`config.mk`:
```
export PLATFORM = sky130hd
export DESIGN_NAME = dmi_req_arbiter_flat
export DESIGN_NICKNAME = d
export VERILOG_FILES = /design/src/rtl/dmi_req_arbiter_pkg.sv /design/src/rtl/dmi_req_arbiter_if.sv /design/src/rtl/dmi_req_arbiter_rr_pick.sv /design/src/rtl/dmi_req_arbiter.sv /design/src/flat_wrapper.sv
export SDC_FILE = /design/constraint.sdc
export NUM_CORES = 1
export LEC_CHECK = 0
export CORE_MARGIN = 2
export CORE_UTILIZATION = 24
export CTS_CLUSTER_DIAMETER = 100
export DETAILED_ROUTE_END_ITERATION = 8
export GPL_ROUTABILITY_DRIVEN = 0
export GPL_TIMING_DRIVEN = 0
export PLACE_DENSITY_LB_ADDON = 0.05
export SLEW_MARGIN = 40
export SYNTH_ARGS = -nofsm -noshare
export SYNTH_HDL_FRONTEND = slang
export SYNTH_SLANG_ARGS = --single-unit
```
`constraint.sdc`:
```
create_clock -name tck_i -period 3 [get_ports tck_i]
set_input_delay 0.9 -clock tck_i [delete_from_list [all_inputs] [get_ports tck_i]]
set_output_delay 0.9 -clock tck_i [all_outputs]
set_load 0.005 [all_outputs]
```
`src/rtl/dmi_req_arbiter_pkg.sv`:
```
// Shared types for the two-port DMI request arbiter.
// Ops, response codes, arbiter states and request/response bundles.
package dmi_arb_pkg;

    typedef enum logic [1:0] {
        DTM_NOP   = 2'd0,
        DTM_READ  = 2'd1,
        DTM_WRITE = 2'd2
    } dtm_op_e;

    localparam logic [1:0] DMINoError = 2'd0;
    localparam logic [1:0] DMIFailed  = 2'd2;
    localparam logic [1:0] DMIBusy    = 2'd3;

    typedef enum logic [2:0] {
        IDLE,
        REQ,
        WAIT,
        RESP,
        DRAIN
    } arb_state_e;

    typedef struct packed {
        logic [6:0]  addr;
        dtm_op_e     op;
        logic [31:0] data;
    } dmi_req_t;

    typedef struct packed {
        logic [31:0] data;
        logic [1:0]  resp;
    } dmi_resp_t;

endpackage

```
`src/rtl/dmi_req_arbiter_if.sv`:
```
// Requester-side and downstream-side DMI signals of the arbiter.
// slave: the arbiter itself; master: whatever drives it.
interface dmi_req_arbiter_if;

    logic [1:0]       req_valid_i;
    logic [1:0]       req_ready_o;
    logic [1:0][6:0]  req_addr_i;
    logic [1:0][1:0]  req_op_i;
    logic [1:0][31:0] req_data_i;
    logic [1:0]       resp_valid_o;
    logic [1:0]       resp_ready_i;
    logic [31:0]      resp_data_o;
    logic [1:0]       resp_resp_o;
    logic             dmi_req_valid_o;
    logic             dmi_req_ready_i;
    logic [6:0]       dmi_req_addr_o;
    logic [1:0]       dmi_req_op_o;
    logic [31:0]      dmi_req_data_o;
    logic             dmi_resp_valid_i;
    logic             dmi_resp_ready_o;
    logic [31:0]      dmi_resp_data_i;
    logic [1:0]       dmi_resp_resp_i;

    modport slave (
        input  req_valid_i, req_addr_i, req_op_i, req_data_i,
        input  resp_ready_i, dmi_req_ready_i,
        input  dmi_resp_valid_i, dmi_resp_data_i, dmi_resp_resp_i,
        output req_ready_o, resp_valid_o, resp_data_o, resp_resp_o,
        output dmi_req_valid_o, dmi_req_addr_o, dmi_req_op_o,
        output dmi_req_data_o, dmi_resp_ready_o
    );

    modport master (
        output req_valid_i, req_addr_i, req_op_i, req_data_i,
        output resp_ready_i, dmi_req_ready_i,
        output dmi_resp_valid_i, dmi_resp_data_i, dmi_resp_resp_i,
        input  req_ready_o, resp_valid_o, resp_data_o, resp_resp_o,
        input  dmi_req_valid_o, dmi_req_addr_o, dmi_req_op_o,
        input  dmi_req_data_o, dmi_resp_ready_o
    );

endinterface

```
`src/rtl/dmi_req_arbiter_rr_pick.sv`:
```
// Two-way round-robin picker: on a tie the port that did not win last
// time is chosen; a lone requester always wins.
module dmi_rr_pick (
    input  logic [1:0] valid_i,
    input  logic       rr_last_i,
    output logic       any_o,
    output logic       idx_o
);

    // Winner index from the current requests and the last winner
    always_comb begin
        any_o = |valid_i;
        idx_o = 1'b0;
        if (&valid_i) begin
            idx_o = ~rr_last_i;
        end else begin
            idx_o = ~valid_i[0];
        end
    end

endmodule

```
`src/rtl/dmi_req_arbiter.sv`:
```
// Shares one DMI target between the JTAG DTM (port 0) and a second master.
// Optional response watchdog enabled by defining DMI_ARB_TIMEOUT_EN.
module dmi_req_arbiter
    import dmi_arb_pkg::*;
#(
    parameter int TIMEOUT_CYCLES = 1024,
    parameter int CNT_W          = $clog2(TIMEOUT_CYCLES + 1)
) (
    input  logic            tck_i,
    input  logic            trst_ni,
    dmi_req_arbiter_if.slave bus
);

    arb_state_e state_q, state_d;
    logic       grant_q, grant_d;
    logic       rr_last_q, rr_last_d;
    dmi_req_t   req_q, req_d;
    dmi_resp_t  rsp_q, rsp_d;
    logic       pick_any;
    logic       pick_idx;

    logic unused_codes;
    assign unused_codes = ^{DMIFailed, DMIBusy};

    dmi_rr_pick u_pick (
        .valid_i   (bus.req_valid_i),
        .rr_last_i (rr_last_q),
        .any_o     (pick_any),
        .idx_o     (pick_idx)
    );

`ifdef DMI_ARB_TIMEOUT_EN
    logic [CNT_W-1:0] cnt_q, cnt_d;
    logic             drain_q, drain_d;
    logic             timeout;
    assign timeout = (cnt_q == CNT_W'(TIMEOUT_CYCLES - 1));
`else
    logic unused_cfg;
    assign unused_cfg = ^{TIMEOUT_CYCLES, CNT_W};
`endif

    // Next-state, latched-field and handshake output logic
    always_comb begin
        state_d   = state_q;
        grant_d   = grant_q;
        rr_last_d = rr_last_q;
        req_d     = req_q;
        rsp_d     = rsp_q;
        bus.req_ready_o      = '0;
        bus.resp_valid_o     = '0;
        bus.dmi_req_valid_o  = 1'b0;
        bus.dmi_resp_ready_o = 1'b0;
`ifdef DMI_ARB_TIMEOUT_EN
        cnt_d   = cnt_q;
        drain_d = drain_q;
`endif
        unique case (state_q)
            IDLE: begin
                if (pick_any) begin
                    bus.req_ready_o[pick_idx] = 1'b1;
                    req_d.addr = bus.req_addr_i[pick_idx];
                    req_d.op   = dtm_op_e'(bus.req_op_i[pick_idx]);
                    req_d.data = bus.req_data_i[pick_idx];
                    grant_d    = pick_idx;
                    rr_last_d  = pick_idx;
                    state_d    = REQ;
`ifdef DMI_ARB_TIMEOUT_EN
                    cnt_d   = '0;
                    drain_d = 1'b0;
`endif
                end
            end
            REQ: begin
                bus.dmi_req_valid_o = 1'b1;
`ifdef DMI_ARB_TIMEOUT_EN
                cnt_d = cnt_q + CNT_W'(1);
`endif
                if (bus.dmi_req_ready_i) begin
                    state_d = WAIT;
`ifdef DMI_ARB_TIMEOUT_EN
                end else if (timeout) begin
                    rsp_d   = '{data: '0, resp: DMIBusy};
                    drain_d = 1'b0;
                    state_d = RESP;
`endif
                end
            end
            WAIT: begin
                bus.dmi_resp_ready_o = 1'b1;
`ifdef DMI_ARB_TIMEOUT_EN
                cnt_d = cnt_q + CNT_W'(1);
`endif
                if (bus.dmi_resp_valid_i) begin
                    rsp_d.data = bus.dmi_resp_data_i;
                    rsp_d.resp = bus.dmi_resp_resp_i;
                    state_d    = RESP;
`ifdef DMI_ARB_TIMEOUT_EN
                end else if (timeout) begin
                    rsp_d   = '{data: '0, resp: DMIBusy};
                    drain_d = 1'b1;
                    state_d = RESP;
`endif
                end
            end
            RESP: begin
                bus.resp_valid_o[grant_q] = 1'b1;
                if (bus.resp_ready_i[grant_q]) begin
`ifdef DMI_ARB_TIMEOUT_EN
                    state_d = drain_q ? DRAIN : IDLE;
`else
                    state_d = IDLE;
`endif
                end
            end
`ifdef DMI_ARB_TIMEOUT_EN
            DRAIN: begin
                bus.dmi_resp_ready_o = 1'b1;
                if (bus.dmi_resp_valid_i) begin
                    state_d = IDLE;
                end
            end
`endif
            default: state_d = IDLE;
        endcase
    end

    // State and latched transaction registers
    always_ff @(posedge tck_i or negedge trst_ni) begin
        if (!trst_ni) begin
            state_q   <= IDLE;
            grant_q   <= 1'b0;
            rr_last_q <= 1'b1;
            req_q     <= '{addr: '0, op: DTM_NOP, data: '0};
            rsp_q     <= '{data: '0, resp: DMINoError};
        end else begin
            state_q   <= state_d;
            grant_q   <= grant_d;
            rr_last_q <= rr_last_d;
            req_q     <= req_d;
            rsp_q     <= rsp_d;
        end
    end

`ifdef DMI_ARB_TIMEOUT_EN
    // Watchdog counter and post-timeout drain flag
    always_ff @(posedge tck_i or negedge trst_ni) begin
        if (!trst_ni) begin
            cnt_q   <= '0;
            drain_q <= 1'b0;
        end else begin
            cnt_q   <= cnt_d;
            drain_q <= drain_d;
        end
    end
`endif

    assign bus.dmi_req_addr_o = req_q.addr;
    assign bus.dmi_req_op_o   = req_q.op;
    assign bus.dmi_req_data_o = req_q.data;
    assign bus.resp_data_o    = rsp_q.data;
    assign bus.resp_resp_o    = rsp_q.resp;

endmodule

```
`src/flat_wrapper.sv`:
```
// flat-port wrapper written by rule: the top's interface ports become plain ports
module dmi_req_arbiter_flat import dmi_arb_pkg::*;
#(
    parameter int TIMEOUT_CYCLES = 1024,
    parameter int CNT_W          = $clog2(TIMEOUT_CYCLES + 1)
)
  (tck_i, trst_ni, bus_req_valid_i, bus_req_addr_i, bus_req_op_i, bus_req_data_i, bus_resp_ready_i, bus_dmi_req_ready_i, bus_dmi_resp_valid_i, bus_dmi_resp_data_i, bus_dmi_resp_resp_i, bus_req_ready_o, bus_resp_valid_o, bus_resp_data_o, bus_resp_resp_o, bus_dmi_req_valid_o, bus_dmi_req_addr_o, bus_dmi_req_op_o, bus_dmi_req_data_o, bus_dmi_resp_ready_o);
  dmi_req_arbiter_if bus_i ();
  input  logic tck_i;
  input  logic trst_ni;
  input wire logic [$bits(bus_i.req_valid_i)-1:0] bus_req_valid_i;
  input wire logic [$bits(bus_i.req_addr_i)-1:0] bus_req_addr_i;
  input wire logic [$bits(bus_i.req_op_i)-1:0] bus_req_op_i;
  input wire logic [$bits(bus_i.req_data_i)-1:0] bus_req_data_i;
  input wire logic [$bits(bus_i.resp_ready_i)-1:0] bus_resp_ready_i;
  input wire logic [$bits(bus_i.dmi_req_ready_i)-1:0] bus_dmi_req_ready_i;
  input wire logic [$bits(bus_i.dmi_resp_valid_i)-1:0] bus_dmi_resp_valid_i;
  input wire logic [$bits(bus_i.dmi_resp_data_i)-1:0] bus_dmi_resp_data_i;
  input wire logic [$bits(bus_i.dmi_resp_resp_i)-1:0] bus_dmi_resp_resp_i;
  output wire logic [$bits(bus_i.req_ready_o)-1:0] bus_req_ready_o;
  output wire logic [$bits(bus_i.resp_valid_o)-1:0] bus_resp_valid_o;
  output wire logic [$bits(bus_i.resp_data_o)-1:0] bus_resp_data_o;
  output wire logic [$bits(bus_i.resp_resp_o)-1:0] bus_resp_resp_o;
  output wire logic [$bits(bus_i.dmi_req_valid_o)-1:0] bus_dmi_req_valid_o;
  output wire logic [$bits(bus_i.dmi_req_addr_o)-1:0] bus_dmi_req_addr_o;
  output wire logic [$bits(bus_i.dmi_req_op_o)-1:0] bus_dmi_req_op_o;
  output wire logic [$bits(bus_i.dmi_req_data_o)-1:0] bus_dmi_req_data_o;
  output wire logic [$bits(bus_i.dmi_resp_ready_o)-1:0] bus_dmi_resp_ready_o;
  assign bus_i.req_valid_i = bus_req_valid_i;
  assign bus_i.req_addr_i = bus_req_addr_i;
  assign bus_i.req_op_i = bus_req_op_i;
  assign bus_i.req_data_i = bus_req_data_i;
  assign bus_i.resp_ready_i = bus_resp_ready_i;
  assign bus_i.dmi_req_ready_i = bus_dmi_req_ready_i;
  assign bus_i.dmi_resp_valid_i = bus_dmi_resp_valid_i;
  assign bus_i.dmi_resp_data_i = bus_dmi_resp_data_i;
  assign bus_i.dmi_resp_resp_i = bus_dmi_resp_resp_i;
  assign bus_req_ready_o = bus_i.req_ready_o;
  assign bus_resp_valid_o = bus_i.resp_valid_o;
  assign bus_resp_data_o = bus_i.resp_data_o;
  assign bus_resp_resp_o = bus_i.resp_resp_o;
  assign bus_dmi_req_valid_o = bus_i.dmi_req_valid_o;
  assign bus_dmi_req_addr_o = bus_i.dmi_req_addr_o;
  assign bus_dmi_req_op_o = bus_i.dmi_req_op_o;
  assign bus_dmi_req_data_o = bus_i.dmi_req_data_o;
  assign bus_dmi_resp_ready_o = bus_i.dmi_resp_ready_o;
  dmi_req_arbiter #(.TIMEOUT_CYCLES(TIMEOUT_CYCLES), .CNT_W(CNT_W)) u_core (.tck_i(tck_i), .trst_ni(trst_ni), .bus(bus_i));
endmodule
```
==> results of run 1 <==
[per-layer routing]
layer,up-vias,routed length [um],global-route usage (%)
met4,0,179,5.75
met2,138,5710,24.5
li1,1683,-,-
met3,11,974,4.27
met5,-,0,0
met1,1671,5340,19.1
[power by group]
group          internal (mW)  switching, mW
clock                  0.710          0.425
combinational           1.69           1.09
sequential              1.62          0.279
[through the flow]
step	total power [mW]	std cells
after floorplan	3.07	339
after global placement	4.67	730
after detailed placement	4.71	731
after CTS	5.92	749
after global routing	6.27	749
final	5.82	749
[layout make-up]
cell class	count	area [um^2]	area share, %
buffer	34	160	2.54
clock buffer	13	270	4.28
clock inverter	3	40.0	0.634
inverter	4	15.0	0.238
multi-input combinational	222	1540	24.4
sequential	79	1980	31.3
tap	188	235	3.73
timing repair buffer	206	2080	32.9
[cell usage after synthesis (2+ instances only)]
cell type,n
dfrtp_1,78
nor2_1,44
a31oi_1,42
o211ai_1,41
mux2_2,34
o21ai_0,34
clkbuf_1,18
buf_2,16
o21ai_1,7
ha_1,4
inv_1,4
nor2b_1,3
a21oi_1,2
mux2i_1,2
[logic make-up (layout without fill, tap and decap cells)]
logic type	count (synthesis)	in the layout	share of synthesized area (%)
AO/OA/AOI/OAI	128	128	22.5
flip-flops	79	79	54.1
multiplexers	37	37	11.4
AND/OR/NAND/NOR	53	53	6.19
adder cells (fa/ha/maj)	4	4	1.37
buffers and inverters	38	260	4.45
[state kept, by name (all words and copies together) (netlist names)]
name                       cells
u_core.state_q                 2
u_core.bus.resp_data_o        32
u_core.rr_last_q               1
u_core.bus.dmi_req_addr_o      7
u_core.bus.dmi_req_data_o     32
u_core.bus.dmi_req_op_o        2
u_core.grant_q                 1
u_core.bus.resp_resp_o         2
[repair_timing]
action                     CTS  global route
setup buffers                2             0
resized for setup           12             3
pin swaps                    1             1
cloned                       0             0
setup endpoints to repair    2             1
[cells in the final DEF, fill, tap and decap left out, types with 2 or more instances in the layout]
cell / netlist / layout
buf_4: 0 / 2
ha_1: 4 / 3
clkdlybuf4s50_1: 0 / 199
inv_1: 4 / 4
mux2i_1: 2 / 2
o211ai_1: 41 / 41
a21oi_1: 2 / 2
o21ai_1: 7 / 7
clkbuf_16: 0 / 9
clkinv_2: 0 / 2
nor2_1: 44 / 43
a31oi_1: 42 / 42
buf_2: 16 / 14
mux2_2: 34 / 34
buf_6: 0 / 3
nor2b_1: 3 / 2
clkbuf_8: 0 / 3
o21ai_0: 34 / 34
dfrtp_1: 78 / 78
clkbuf_1: 18 / 19
[path summary, 6_finish.rpt]
kind | from | end | cells past startpoint
max | bus_req_valid_i[1] | bus_req_ready_o[1] | 6
min | trst_ni | u_core.bus.resp_data_o[8] | 1
max reg2reg | u_core.state_q[0] | u_core.bus.resp_data_o[29] | 5
min reg2reg | u_core.bus.resp_data_o[10] | u_core.bus.resp_data_o[10] | 1
max in group asynchronous | trst_ni | u_core.bus.resp_data_o[3] | 2
min in group tck_i | u_core.bus.resp_data_o[10] | u_core.bus.resp_data_o[10] | 1
==> results_dict.tcl, run 1 <==
set metrics [dict create \
    leakagePower_nw 2.45 \
    die_w_um 127 \
    cts_tree "yes" \
    synth-main-ff-cell "dfrtp_1" \
    cp_slowest_stage_delay_ps 230 \
    yosys.cell_types.count 24 \
    io-pin-count 205 \
    power_density_nw_per_um2 922 \
    antenna_found_initial 0 \
    synth_area_leader_cell "dfrtp_1" \
    area_growth_pct 72.7 \
    core-area_um2 15000 \
    relSlewSlack_pct 64.9 \
    clock_path_buffers 2 \
    yosysSeqAreaShare_pct 54.1 \
    drt_iter0_markers 122 \
    layout-drive-gt1-share_pct 14.1 \
    syn_avg_cell_area_um2 10.8 \
    worst_pin_slew_ps 525 \
    grt_start_max_net_pins 46 \
    setup_viol_count_final 0 \
    synth.ff_latch_count 79 \
    start_kind "input port" \
    path_cells "clkdlybuf4s15_1 > o21a_1 > buf_6 > buf_6 > nor2b_1 > clkdlybuf4s15_2" \
    clk_latency_ps 330 \
    rsz0062_at_grt "no" \
    fp-row-count 45 \
    holdWs_ps 452 \
    routedWlPerCell_um 16.3 \
    root_buffer "clkbuf_16" \
    synth_fp_nets 467 \
    die-area_um2 16200 \
    cts_max_level 3 \
    dp_worst_setup_slack_ps -778 \
    syn_inst 339 \
    stdcell_area_um2 6310 \
    clock-sinks 79 \
    ant_nets 0 \
    avgViaCountPerCell 4.68 \
    worst-endpoint-required_ps 2100 \
    hold_path.class "input port to async pin" \
    drc 0 \
    async_reset_ff_share_pct 100 \
    vias 3503 \
    synth_top_area_share_pct 53.4 \
    r2r_slack_ps 1220 \
    die_h_um 127 \
    ys_top_cells_by_area "dfrtp_1 (53%), mux2_2 (10%), o211ai_1 (8.4%)" \
    grt_pass1_wl_mm 19.2 \
    cap_violations 0 \
    antenna_cells 0 \
    place_hpwl_mm 9.04 \
    finalHoldViolCount 0 \
    end_kind "primary output" \
    max_freq_ghz 0.345 \
    cts_made_buffers 9 \
    clkTransAtPathRegs_ps 60 \
    track_usage_pct 15.1 \
    yosysWarnings 0 \
    synth_area_um2 3660 \
    cp_top_family "buffers and inverters" \
    final.min_clock_period_ps 2900 \
    drv_slew 0 \
    nets 684 \
    path_buf_inv 4 \
    path_class "input port to primary output" \
    worstPathArrival_ps 2000 \
    placed_area_um2 5950 \
    layout_setup_ws_ps 99.7 \
    hold_buffers 0 \
    crit_fanout 10 \
    grt-ovfl-total 0 \
    skew_ps 4.36 \
    status "finished, final reports clean" \
    post-route-period-util_pct 96.7 \
    numPortBuffers 203 \
    finalSetupTns_ps 0 \
    peakVddDrop_mv 0.315 \
    crit_top_cell "buf_6" \
    grt_pass1_vias 3644 \
    synth-edff-count 0 \
    finalWirelength_mm 12.2 \
    initial_core_util_pct 24.3 \
    cp_slowest_cell "clkdlybuf4s15_1" \
    dr.pass1.iters 4 \
    final_util_pct 42.0 \
    fill_cells 1521 \
]
No activity file was read; power rests on OpenSTA's default activity.
==> run 2, diff against run 1 <==
--- a/config.mk
+++ b/config.mk
@@ -5,13 +5,15 @@
 export SDC_FILE = /design/constraint.sdc
 export NUM_CORES = 1
 export LEC_CHECK = 0
-export CORE_MARGIN = 2
+export CELL_PAD_IN_SITES_DETAIL_PLACEMENT = 1
+export CELL_PAD_IN_SITES_GLOBAL_PLACEMENT = 1
+export CORE_MARGIN = 1
 export CORE_UTILIZATION = 24
 export CTS_CLUSTER_DIAMETER = 100
 export DETAILED_ROUTE_END_ITERATION = 8
 export GPL_ROUTABILITY_DRIVEN = 0
 export GPL_TIMING_DRIVEN = 0
-export PLACE_DENSITY_LB_ADDON = 0.05
+export PLACE_DENSITY_LB_ADDON = 0.1
 export SLEW_MARGIN = 40
 export SYNTH_ARGS = -nofsm -noshare
 export SYNTH_HDL_FRONTEND = slang
==> results_dict.tcl, run 2 (synthesis gave the netlist of run 1 again) <==
set metrics [dict create \
    r2r_end "u_core.bus.dmi_req_data_o[6]" \
    dr.pass1.iters 6 \
    grt_start_max_net_pins 52 \
    relSlewSlack_pct 64.0 \
    finalHoldViolCount 0 \
    clock_path_buffers 2 \
    finalSetupTns_ps 0 \
    r2r_cells 7 \
    stdcell_area_um2 6320 \
    area_growth_pct 72.8 \
    clock-sinks 79 \
    antenna_cells 0 \
    ant_nets 0 \
    post-route-period-util_pct 97.1 \
    io-pin-count 205 \
    reg2reg_from "u_core.state_q[0]" \
    cp-endpoint "bus_req_ready_o[1]" \
    die_w_um 125 \
    root_buffer "clkbuf_16" \
    nets 684 \
    layout_setup_ws_ps 88.4 \
    layout-drive-gt1-share_pct 14.3 \
    drt_iter0_markers 137 \
    worst-endpoint-required_ps 2100 \
    initial_core_util_pct 24.9 \
    mostFrequentLayoutCell "clkdlybuf4s50_1" \
    rsz0062_at_grt "no" \
    avgViaCountPerCell 4.80 \
    worstPathArrival_ps 2010 \
    status "finished, violations left" \
    clkTransAtPathRegs_ps 60 \
    total_power_mw 5.93 \
    antenna_found_initial 1 \
    cts_max_level 3 \
    finalWirelength_mm 13.0 \
    drv_slew 0 \
    leakagePower_nw 2.45 \
    r2r_slack_ps 1200 \
    critPathLaunch "bus_req_valid_i[1]" \
    power_density_nw_per_um2 938 \
    worst_pin_slew_ps 539 \
    layout_common_cells "clkdlybuf4s50_1 (199), dfrtp_1 (78), nor2_1 (43)" \
    crit_fanout 19 \
    grt_pass1_wl_mm 20.8 \
    violations "design-rule violations" \
    vias 3577 \
    fill_cells 1652 \
    drc 17 \
    cts_made_buffers 9 \
    cap_violations 0 \
    end_kind "primary output" \
    grt-ovfl-total 0 \
    hold_buffers 0 \
    max_freq_ghz 0.343 \
    fp-row-count 44 \
    hold_path.class "input port to async pin" \
    track_usage_pct 17.1 \
    core-area_um2 14700 \
    dp_worst_setup_slack_ps -787 \
    skew_ps 6.15 \
    die-area_um2 15700 \
    die_h_um 125 \
    cts_tree "yes" \
    start_kind "input port" \
    path_class "input port to primary output" \
    routedWlPerCell_um 17.5 \
    place_hpwl_mm 9.61 \
    peakVddDrop_mv 0.341 \
    holdWs_ps 431 \
    clk_latency_ps 340 \
    numPortBuffers 203 \
    setup_viol_count_final 0 \
    grt_pass1_vias 3824 \
    placed_area_um2 5950 \
    final.min_clock_period_ps 2910 \
]
==> run 2: cell types whose count changed in the layout (fill, tap and decap cells not counted), moves of 2 or more <==
cell | previous run | this run
buf_6 | 3 | 1
clkbuf_8 | 3 | 1
clkinvlp_4 | 0 | 2
dlygate4sd2_1 | 1 | 3
==> run 2: worst max-delay path: stages <==
cell and delay [ps]:
dlygate4sd2_1 280, o21a_2 260, buf_12 160, nor2b_1 130, dlygate4sd2_1 280
==> run 2: per-layer routing <==
layer  global-route usage, %  part of all wire [%]  up-vias
li1                        -                     -     1680
met1                    21.5                    44     1736
met2                    27.2                    46      142
met3                    5.52                   8.0       17
met4                    6.81                   1.9        2
met5                       0                  0.10        -
==> run 2: layout make-up <==
| cell class | instances | area, um^2 | area share [%] |
|---|---|---|---|
| timing repair buffer | 207 | 2080 | 32.9 |
| sequential | 79 | 1980 | 31.3 |
| multi-input combinational | 222 | 1530 | 24.2 |
| clock buffer | 11 | 243 | 3.84 |
| tap | 184 | 230 | 3.64 |
| buffer | 33 | 158 | 2.50 |
| clock inverter | 5 | 81.3 | 1.29 |
| inverter | 4 | 18.8 | 0.297 |
==> run 2: what timing repair did <==
| action | 4_1_cts | 5_1_grt |
|---|---|---|
| setup buffers | 3 | 0 |
| resized for setup | 12 | 1 |
| pin swaps | 1 | 0 |
| endpoints found under the setup margin | 2 | 1 |
| cloned | 0 | 0 |
==> run 2: power breakdown <==
group	internal [mW]	leakage (nW)	total, mW	switching [mW]
sequential	1.62	0.904	1.91	0.283
combinational	1.69	1.39	2.81	1.13
clock	0.752	0.156	1.21	0.457
==> run 2: per-stage QoR <==
stage               utilization (%)  instances
finish                         43.0        745
global route                   43.0        745
CTS                            43.0        745
detailed placement             40.5        727
global placement               40.3        726
floorplan                         -        339
==> run 2: worst min-delay path by stage <==
stage	cells past startpoint	slack, ps	to	startpoint
2_1_floorplan	1	500	u_core.bus.resp_data_o[10]	u_core.bus.resp_data_o[10]
3_3_place_gp	1	490	u_core.bus.resp_data_o[29]	u_core.bus.resp_data_o[29]
3_5_place_dp	1	490	u_core.bus.resp_data_o[5]	u_core.bus.resp_data_o[5]
4_1_cts	1	430	u_core.bus.resp_data_o[25]	trst_ni
5_1_grt	1	430	u_core.bus.resp_data_o[25]	trst_ni
6_report	1	430	u_core.bus.resp_data_o[30]	trst_ni
==> run 3, diff against run 2 <==
--- a/config.mk
+++ b/config.mk
@@ -8,7 +8,7 @@
 export CELL_PAD_IN_SITES_DETAIL_PLACEMENT = 1
 export CELL_PAD_IN_SITES_GLOBAL_PLACEMENT = 1
 export CORE_MARGIN = 1
-export CORE_UTILIZATION = 24
+export CORE_UTILIZATION = 30
 export CTS_CLUSTER_DIAMETER = 100
 export DETAILED_ROUTE_END_ITERATION = 8
 export GPL_ROUTABILITY_DRIVEN = 0
==> results_dict.tcl, run 3 (synthesis gave the netlist of run 1 again) <==
set metrics [dict create \
    status "finished, final reports clean" \
    reg2reg_from "u_core.state_q[0]" \
    finalHoldViolCount 0 \
    clk_latency_ps 340 \
    final_cells 704 \
    path_cells "dlygate4sd2_1 > o21a_1 > buf_6 > nor2b_1 > dlygate4sd2_1" \
    crit_fanout 5 \
    grt_pass1_vias 3844 \
    vias 3549 \
    worstPathArrival_ps 1940 \
    finalSetupTns_ps 0 \
    hold_buffers 0 \
    fp-row-count 39 \
    avgViaCountPerCell 5.04 \
    worst_pin_slew_ps 545 \
    drv_slew 0 \
    r2r_end "u_core.bus.dmi_req_data_o[1]" \
    die_h_um 112 \
    power_switching_mw 1.84 \
    io-pin-count 205 \
    crit_top_cell "dlygate4sd2_1" \
    cts_max_level 3 \
    post-route-period-util_pct 94.5 \
    core-area_um2 11700 \
    root_buffer "clkbuf_16" \
    grtUsageMet3_pct 5.99 \
    placed_area_um2 5890 \
    die-area_um2 12600 \
    cp_slowest_stage_delay_ps 280 \
    ant_nets 0 \
    max_freq_ghz 0.353 \
    layout_setup_ws_ps 164 \
    pwr-share-comb_pct 48.8 \
    final_util_pct 53.1 \
    antenna_found_initial 0 \
    total_power_mw 5.74 \
    final.min_clock_period_ps 2840 \
    grt_pass1_wl_mm 20.5 \
    holdWs_ps 470 \
    leakagePower_nw 2.42 \
    dp_worst_setup_slack_ps -763 \
    dr.pass1.iters 4 \
    peakVddDrop_mv 0.337 \
    start_kind "input port" \
    layout-drive-gt1-share_pct 13.4 \
    routedWlPerCell_um 18.4 \
    critPathLaunch "bus_req_valid_i[1]" \
    relSlewSlack_pct 63.7 \
    stdcell_area_um2 6200 \
    layout_common_cells "clkdlybuf4s50_1 (199), dfrtp_1 (78), nor2_1 (43)" \
    cts_tree "yes" \
    initial_core_util_pct 31.3 \
    die_w_um 112 \
    fill_cells 1287 \
    clkTransAtPathRegs_ps 60 \
    mostFrequentLayoutCell "clkdlybuf4s50_1" \
    p_clk_share_pct 18.0 \
    drc 0 \
    switching_share_pct 32.0 \
    cts_made_buffers 9 \
    path_class "input port to primary output" \
    setup_viol_count_final 0 \
    worst-endpoint-required_ps 2100 \
    nets 684 \
    r2r_cells 7 \
    cap_violations 0 \
    pwr-share-seq_pct 33.3 \
    power_density_nw_per_um2 927 \
    rsz0062_at_grt "no" \
    clock_path_buffers 2 \
    skew_ps 4.38 \
    cp-endpoint "bus_req_ready_o[1]" \
    cp_slowest_cell "dlygate4sd2_1" \
    grtUsageMet2_pct 37.0 \
    numPortBuffers 203 \
    finalWirelength_mm 13.0 \
    area_growth_pct 69.5 \
    dp.cells 686 \
    end_kind "primary output" \
    r2r_slack_ps 1080 \
    antenna_cells 0 \
    grtUsageMet1_pct 24.7 \
    track_usage_pct 21.3 \
    drt_iter0_markers 104 \
    grt-busiest-layer "met2" \
    hold_path.class "input port to async pin" \
    place_hpwl_mm 9.81 \
    p_int_mw 3.90 \
    grt_start_max_net_pins 43 \
    clock-sinks 79 \
    grt-ovfl-total 0 \
]
[run 3: metal layers]
layer	vias to the layer above	wire, um
met2	150	6330
met5	-	0
li1	1680	-
met4	0	275
met3	20	941
met1	1699	5410
[run 3: repair_timing]
action                     4_1_cts  5_1_grt
setup endpoints to repair        2        0
setup buffers                    3        0
resized for setup                8        0
[run 3: cell type report]
| type | count | area (um^2) | share of cell area, % |
|---|---|---|---|
| inverter | 4 | 15.0 | 0.242 |
| clock inverter | 2 | 15.0 | 0.242 |
| timing repair buffer | 207 | 2070 | 33.4 |
| buffer | 33 | 149 | 2.40 |
| clock buffer | 14 | 264 | 4.26 |
| sequential | 79 | 1980 | 31.9 |
| tap | 143 | 179 | 2.89 |
| multi-input combinational | 222 | 1530 | 24.6 |
[run 3: worst max-delay path, delay by kind of cell]
kind,cells,cell delay (ps)
buf+inv,3,680
compound gates,1,230
simple gates,1,120
[run 3: worst min-delay path by stage]
stage / from / end / cells after the start
after floorplan: u_core.bus.resp_data_o[10] / u_core.bus.resp_data_o[10] / 1
after global placement: u_core.bus.resp_data_o[22] / u_core.bus.resp_data_o[22] / 1
after detailed placement: u_core.bus.resp_data_o[22] / u_core.bus.resp_data_o[22] / 1
after CTS: trst_ni / u_core.bus.resp_resp_o[1] / 1
after global routing: trst_ni / u_core.bus.resp_resp_o[1] / 1
final: trst_ni / u_core.bus.resp_resp_o[1] / 1
[run 3: power by group through the flow]
stage	combinational [mW]	sequential (mW)	clock, mW
finish	2.80	1.91	1.03
global route	3.05	1.99	1.11
CTS	2.85	1.92	1.07
detailed placement	2.81	1.93	0
global placement	2.74	1.90	0
floorplan	1.13	1.95	0
